==> config.mk <==
export PLATFORM = sky130hd
export DESIGN_NAME = tx_sr_ctrl
export DESIGN_NICKNAME = d
export VERILOG_FILES = /design/src/rtl/tx_sr_ctrl.sv
export SDC_FILE = /design/constraint.sdc
export NUM_CORES = 1
export LEC_CHECK = 0
export ABC_AREA = 1
export CORE_UTILIZATION = 52
export DETAILED_ROUTE_END_ITERATION = 10
export HOLD_SLACK_MARGIN = 0.1
export PLACE_DENSITY = 0.87
export SLEW_MARGIN = 20
export SYNTH_ARGS = -nofsm -noshare
export SYNTH_HDL_FRONTEND = slang
export SYNTH_SLANG_ARGS = --single-unit
==> constraint.sdc <==
create_clock -name clk -period 1.65 [get_ports clk]
set_input_delay 0.2475 -clock clk [delete_from_list [all_inputs] [get_ports clk]]
set_output_delay 0.2475 -clock clk [all_outputs]
set_load 0.02 [all_outputs]
==> src/rtl/tx_sr_ctrl.sv <==
// ---------------------------------------------------------------------------
// tx_sr_ctrl
//
// Frame controller for a downstream MSB-first parallel-to-serial (PTS) shift
// register that is NUM_BITS+1 wide and shifts in 1s. An accepted payload is
// sent as one start bit (0) followed by the data MSB first. A stop bit
// follows, made of the 1s shifted into the PTS. Each bit is held for
// BIT_PERIOD clocks.
//
// Parameters
//   NUM_BITS    payload width (>= 1)
//   BIT_PERIOD  clocks per serial bit (>= 2)
//
// Ports
//   clk           system clock, rising edge
//   n_rst         asynchronous active-low reset
//   tx_valid      upstream frame request
//   tx_data       upstream payload, sampled on accept
//   tx_abort      abort of the frame in flight, sampled on the clock edge
//   tx_ready      high only in IDLE: a frame can be accepted this cycle
//   load_enable   PTS parallel-load strobe
//   shift_enable  PTS shift strobe
//   pts_data      parallel word for the PTS. It is the frame word during a
//                 frame load and all ones otherwise.
//   tx_busy       a frame is in progress (LOAD, SHIFT, STOP)
//   frame_done    one-cycle pulse in the last STOP cycle of a completed frame
//
// Every output is a flop computed from the next-state values. The outputs
// therefore follow the registered state, and no input reaches an output
// within the same cycle. As a result, tx_abort takes effect on the cycle
// after it is sampled. That following cycle is the abort cycle, which reuses
// LOAD to load all ones into the PTS. The FSM then returns to IDLE.
// ---------------------------------------------------------------------------
module tx_sr_ctrl #(
    parameter int NUM_BITS   = 8,
    parameter int BIT_PERIOD = 4
) (
    input  logic                clk,
    input  logic                n_rst,
    input  logic                tx_valid,
    input  logic [NUM_BITS-1:0] tx_data,
    input  logic                tx_abort,
    output logic                tx_ready,
    output logic                load_enable,
    output logic                shift_enable,
    output logic [NUM_BITS:0]   pts_data,
    output logic                tx_busy,
    output logic                frame_done
);

    localparam int TW = $clog2(BIT_PERIOD);
    localparam int CW = $clog2(NUM_BITS + 2);

    localparam logic [TW-1:0]     TIMER_MAX = TW'(BIT_PERIOD - 1);
    // bit_cnt counts the shifts already taken. The final shift is the
    // (NUM_BITS+1)th shift, so it is taken while bit_cnt == NUM_BITS.
    localparam logic [CW-1:0]     LAST_BIT  = CW'(NUM_BITS);
    localparam logic [NUM_BITS:0] ALL_ONES  = '1;

    typedef enum logic [1:0] {
        IDLE  = 2'd0,
        LOAD  = 2'd1,
        SHIFT = 2'd2,
        STOP  = 2'd3
    } state_e;

    state_e              state_q,  state_d;
    logic [TW-1:0]       timer_q,  timer_d;
    logic [CW-1:0]       bit_cnt_q, bit_cnt_d;
    logic [NUM_BITS:0]   frame_q,  frame_d;
    logic                abort_q,  abort_d;   // current LOAD is an abort cycle

    logic                tx_ready_q,     tx_ready_d;
    logic                tx_busy_q,      tx_busy_d;
    logic                load_enable_q,  load_enable_d;
    logic                shift_enable_q, shift_enable_d;
    logic                frame_done_q,   frame_done_d;
    logic [NUM_BITS:0]   pts_data_q,     pts_data_d;

    logic                abort_hit;

    // An abort stops a frame in LOAD, SHIFT or STOP. Once the final STOP
    // cycle shows frame_done, the frame has already completed and the line
    // is idle high. An abort sampled in that cycle has nothing left to stop,
    // so it is ignored. An abort that is sampled one cycle earlier replaces
    // the final STOP cycle, and no frame_done is produced.
    assign abort_hit = tx_abort && (state_q != IDLE)
                       && !((state_q == STOP) && (timer_q == TIMER_MAX));

    always_comb begin
        // NOTE: every signal assigned here gets a default first, so no path
        // leaves it unassigned and no latch is inferred.
        state_d   = state_q;
        timer_d   = timer_q;
        bit_cnt_d = bit_cnt_q;
        frame_d   = frame_q;
        abort_d   = 1'b0;

        case (state_q)
            IDLE: begin
                // tx_abort has priority over tx_valid: no accept that cycle.
                if (tx_valid && !tx_abort) begin
                    frame_d   = {1'b0, tx_data};
                    state_d   = LOAD;
                    timer_d   = '0;
                    bit_cnt_d = '0;
                end
            end
            LOAD: begin
                timer_d   = '0;
                bit_cnt_d = '0;
                state_d   = abort_q ? IDLE : SHIFT;
            end
            SHIFT: begin
                if (timer_q == TIMER_MAX) begin
                    timer_d = '0;
                    if (bit_cnt_q == LAST_BIT) begin
                        state_d   = STOP;
                        bit_cnt_d = '0;
                    end else begin
                        bit_cnt_d = bit_cnt_q + 1'b1;
                    end
                end else begin
                    timer_d = timer_q + 1'b1;
                end
            end
            STOP: begin
                if (timer_q == TIMER_MAX) begin
                    timer_d = '0;
                    state_d = IDLE;
                end else begin
                    timer_d = timer_q + 1'b1;
                end
            end
            default: begin
                state_d   = IDLE;
                timer_d   = '0;
                bit_cnt_d = '0;
            end
        endcase

        if (abort_hit) begin
            state_d   = LOAD;
            frame_d   = ALL_ONES;
            abort_d   = 1'b1;
            timer_d   = '0;
            bit_cnt_d = '0;
        end

        // The outputs are decoded from the next state. After the clock edge
        // they are a pure function of the registered state.
        tx_ready_d     = (state_d == IDLE);
        tx_busy_d      = (state_d != IDLE);
        load_enable_d  = (state_d == LOAD);
        shift_enable_d = (state_d == SHIFT) && (timer_d == TIMER_MAX);
        frame_done_d   = (state_d == STOP)  && (timer_d == TIMER_MAX);
        pts_data_d     = (state_d == LOAD) ? frame_d : ALL_ONES;
    end

    // NOTE: all control state, the frame register included, is reset. A reset
    // mid-frame must leave no stale frame or strobe behind.
    always_ff @(posedge clk or negedge n_rst) begin
        if (!n_rst) begin
            state_q        <= IDLE;
            timer_q        <= '0;
            bit_cnt_q      <= '0;
            frame_q        <= ALL_ONES;
            abort_q        <= 1'b0;
            tx_ready_q     <= 1'b1;
            tx_busy_q      <= 1'b0;
            load_enable_q  <= 1'b0;
            shift_enable_q <= 1'b0;
            frame_done_q   <= 1'b0;
            pts_data_q     <= ALL_ONES;
        end else begin
            // NOTE: non-blocking assignments. Every flop samples the values
            // from before the edge, whatever the statement order.
            state_q        <= state_d;
            timer_q        <= timer_d;
            bit_cnt_q      <= bit_cnt_d;
            frame_q        <= frame_d;
            abort_q        <= abort_d;
            tx_ready_q     <= tx_ready_d;
            tx_busy_q      <= tx_busy_d;
            load_enable_q  <= load_enable_d;
            shift_enable_q <= shift_enable_d;
            frame_done_q   <= frame_done_d;
            pts_data_q     <= pts_data_d;
        end
    end

    assign tx_ready     = tx_ready_q;
    assign tx_busy      = tx_busy_q;
    assign load_enable  = load_enable_q;
    assign shift_enable = shift_enable_q;
    assign frame_done   = frame_done_q;
    assign pts_data     = pts_data_q;

endmodule
# Yosys cells after proc, flatten, opt, wreduce, memory -nomap -nowiden
# Cells that the tools add are included.
# totals
mem_bits_ro,0
out_inout_bits,14
register_bits,32
input_bits,12
latch_bits,0
memories,0
mem_bits_rw,0
# classes
muxes,21
n_reduce_logical,15
n_lt_le_gt_ge,0
add_sub_neg,2
bitwise,0
shift,0
n_eq_ne,11
n_div,0
n_mul,0
# op_table
cell,n
$mux 9,4
$mux 2,9
$mux 4,4
$eq 2x2->1 const B,6
$pmux 4 s3,1
$pmux 2 s4,1
$logic_and 1x1->1,6
$ne 3x3->1 const B,2
$pmux 2 s3,1
$add 4x1->4 const B,1
$eq 2x1->1 const B,2
$eq 4x4->1 const B,1
$logic_not 2->1,2
$reduce_bool 2->1,2
$reduce_bool 4->1,1
$reduce_and 3->1,1
$add 2x1->2 const B,1
$logic_not 1->1,2
$reduce_or 2->1,1
$mux 1,1

# Logic depth before layout (Yosys ltp)
# depth
word_depth,7
depth_mapped,9
depth_no_buf,9

# Least setup slack after synthesis
# Ideal clock, no wire load.
# synth_timing
path_type,register -> register
start,register timer_q[0]
end,register tx_busy_q (netlist: tx_busy)
arrival_time_ps,1114
synth_period_minus_slack_ps,1238
slack_ps,412
setup_ps,124
t_required_ps,1526
path_stages_with_launch,8
path_cell_list,dfrtp_1 > ha_1 > nand3_2 > nand3_4 > buf_8 > nand3_4 > nor2_4 > nand2_2
# synth_between
elab_chain_len,6
word_cells_on_any_way,9
# synth_rtl
item,line_no,source
"start, declared",68,"logic [TW-1:0] timer_q, timer_d;"
"start signal, assigned",179,timer_q <= timer_d;
$eq 2x2->1 (*),"88, 115, 128",
"parallel branches: the longest is 3 deep, another holds $pmux 2 s4",-,
$mux 2 (*),142,if (abort_hit) begin
$reduce_bool 2->1 (*),153,tx_busy_d = (state_d != IDLE);
net tx_busy_d,74,"logic tx_busy_q, tx_busy_d;"
"end signal, assigned",184,tx_busy_q <= tx_busy_d;
"end, declared",74,
# Mark *: on every way through the listed nets, which the timed path passes.
# A chain may end at the register's enable or synchronous reset.

# Worst setup path in the final report
# layout_timing
start,register frame_done_q (netlist: frame_done)
end,output port frame_done
# layout_lines
item,line_no,source
"start, declared",77,"logic frame_done_q, frame_done_d;"
"start signal, assigned",187,frame_done_q <= frame_done_d;
"end, declared",48,output logic frame_done
# No word-level cell between the ends.

==> run_results.csv <==
group,metric,value,unit
run_status,status,"completed",
placed_design,place_congestion,0.8281,
detailed_routing,drt_first_pass_iters,4,
die,chipHeight,56.34,µm
sta,relSlewSlack,75.22,%
sta,min_period_over_period,92.36,%
detailed_routing,wl,2.974,mm
synthesis,yosysUniqueCellTypes,24,
die,design.die.area,3174,µm²
die,die_x,56.34,µm
clock_tree,clk_pin_slew,0.09,ns
worst_setup_path,worstPathCellList,"clkdlybuf4s50_1",
clock_tree,root_buffer,"clkbuf_4",
sta,period_minus_slack,1.524,ns
clock_tree,cts_tree,"built",
finish,stdcell_count,234,
worst_setup_path,slowest_stage,"clkdlybuf4s50_1",
clock_tree,numCtsBuffers,5,
power_and_ir_drop,internal_power,1.782,mW
placed_design,place_hpwl,2.271,mm
power_and_ir_drop,cellPowerDensity,1597,nW/µm²
worst_setup_path,cp_max_fo,1,
sta,hold_viol_final,0,
worst_setup_path,critical_path.startpoint_type,"flip-flop",
worst_setup_path,startpoint,"frame_done",
placed_design,dp.cells,226,
power_and_ir_drop,p_switching,1.198,mW
synthesis,synth_top_area_share,30.81,%
die,coreArea,2781,µm²
synthesis,avgSynthCellArea,9.031,µm²
detailed_routing,drc,0,
global_routing,grt_max_degree,32,
finish,utilization,67.07,%
finish,layout_commonest_cell,"nand2_1",
sta,worst-slew-pin-transition,0.3717,ns
worst_setup_path,critical_path_required,1.40,ns
worst_setup_path,rr_startpoint,"state_q[1]",
worst_setup_path,cpPeakStageDelay,0.60,ns
global_routing,grt.total_usage,21.45,%
power_and_ir_drop,p_seq_share,40.9,%
power_and_ir_drop,p_sw_share,40.21,%
sta,max_freq,656.2,MHz
detailed_routing,post_drt_wl_per_cell,12.71,µm
sta,rsz0062_at_grt,"no",
clock_tree,h-tree-depth,2,
die,io_pins,26,
clock_tree,cts_sinks,31,
synthesis,ys_ff_latch,31,
synthesis,synth.largest_area_cell,"dfstp_2",
synthesis,synth_area,1535,µm²
hold_path,hold_class,"input port to asynchronous set/reset pin",
global_routing,overflow,0,
power_and_ir_drop,p_leak,0.9307,nW
run,drv_cap,0,
worst_setup_path,critPathTopFamily,"buffers and inverters",
synthesis,yosys_warnings,0,
global_routing,grt_pass1_vias,1250,
worst_setup_path,worst-path-buf-inv,1,
clock_tree,worstSkewPairLatency,0.33,ns
worst_setup_path,worstPathArrival,1.28,ns
synthesis,synth_area_leaders,"dfstp_2 (31%), dfrtp_1 (21%), nand2_1 (8.3%), nand3_1 (6.5%), inv_1 (5.9%)",
detailed_routing,ant_nets,0,
power_and_ir_drop,p_clk_share,15.2,%
sta,setup_viol,0,
finish,diodes,0,
power_and_ir_drop,vdd_drop_max,0.001461,V
synthesis,synth_nets,185,
die,start_util,55.20,%
power_and_ir_drop,power,2.980,mW
sta,tns,0,ns
placed_design,place.port_buffers,25,
global_routing,antenna_found_initial,0,
clock_tree,ctsHoldBuffers,0,
clock_tree,cts_buffer_depth,2,
detailed_routing,drt-initial-drc-count,24,
detailed_routing,routed_via_density,5.064,
synthesis,seq_area_frac_synth,52.00,%
global_routing,grt_pass1_wl,5.037,mm
sta,slew_violations,0,
sta,timing.hold.ws,0.3004,ns
detailed_routing,dr_total_vias,1185,
finish,layout-drive-gt1-share,25.62,%
die,num_rows,19,
sta,skew,0.01263,ns
finish,final_cell_mix,"nand2_1 (34), inv_1 (24), nor2_1 (24), nand3_1 (20), dfstp_2 (18)",
finish,area_growth_syn_to_layout,21.52,%
power_and_ir_drop,pwr-share-comb,44.0,%
finish,final_nets,217,
worst_setup_path,path_class,"flip-flop to primary output",
synthesis,netlist_instances,170,
worst_setup_path,end_kind,"primary output",
-- kinds of logic after synthesis --
logic type	synth area share, %
xor gates and xnor gates	0.5706
AOI/OAI and AO/OA	0.6514
DFF	52.00
adders and majority gates	2.445
and+or+nand+nor	33.17
buffers and inverters	11.17
-- metal layers --
layer,wire [µm],global-route usage (%),vias up
met3,173,7.834,7
met2,1509,35.37,38
li1,-,-,586
met4,66,12.89,0
met1,1224,23.57,554
met5,0,0,-
-- power groups by stage --
| stage | Sequential (mW) | Clock, mW | Combinational (mW) |
|---|---|---|---|
| after global routing | 1.24 | 0.500 | 1.45 |
| after floorplan | 1.32 | 0 | 0.897 |
| final | 1.22 | 0.452 | 1.31 |
| after global placement | 1.23 | 0 | 1.31 |
| after detailed placement | 1.24 | 0 | 1.36 |
| after CTS | 1.22 | 0.471 | 1.32 |
-- Yosys cell counts --
master   number
inv_1        24
nand3_4       2
buf_6         3
nand2_8       1
nand3_2       1
dfrtp_1      13
buf_4         1
nand2_2       4
inv_4         1
nand3_1      20
nand2_1      34
xor2_1        1
buf_8         1
a21oi_1       1
nor2_4        2
nand2_4       2
nor2_2        3
inv_2         5
nand4_1       4
ha_1          3
dfstp_2      18
nor2_1       24
o21ai_1       1
nand4_2       1
-- repair_timing --
action                                  CTS  global route
endpoints found under the setup margin   10             0
gates resized for setup                  10             0
buffers inserted                          0             0
-- state kept, by name, summed over array words and instances, names as in the netlist, 2 cells and up --
name,cells
bit_cnt_q,4
frame_q,8
pts_data,9
state_q,2
timer_q,2
-- area by class of cell --
cell class	count	area, µm²
flip-flops and latches	31	798.3
clock inverters	1	5.005
fillers	250	915.9
multi-input cells	104	565.5
repair buffers	30	287.8
clock buffers	7	55.05
well taps	31	38.79
inverters	30	115.1
-- metrics by stage --
stage | setup WS (ns) | cell area, µm²
4_1_cts | 0.09493 | 1866
6_report | 0.1261 | 1866
3_5_place_dp | 0.008899 | 1818
3_3_place_gp | 0.08133 | 1818
5_1_grt | 0.02634 | 1866
2_1_floorplan | 0.4117 | 1535
-- worst paths after layout --
path                                endpoint  slack [ns]  cells after the start
worst min register to register  bit_cnt_q[0]        0.59                      2
max in group asynchronous         frame_q[6]        1.03                      2
worst min-delay path            bit_cnt_q[2]        0.30                      2
worst max register to register   pts_data[6]        0.14                      6
worst max-delay path              frame_done        0.13                      1
min in group clk                bit_cnt_q[0]        0.59                      2
Note: power is estimated with default switching activity, not from simulation.
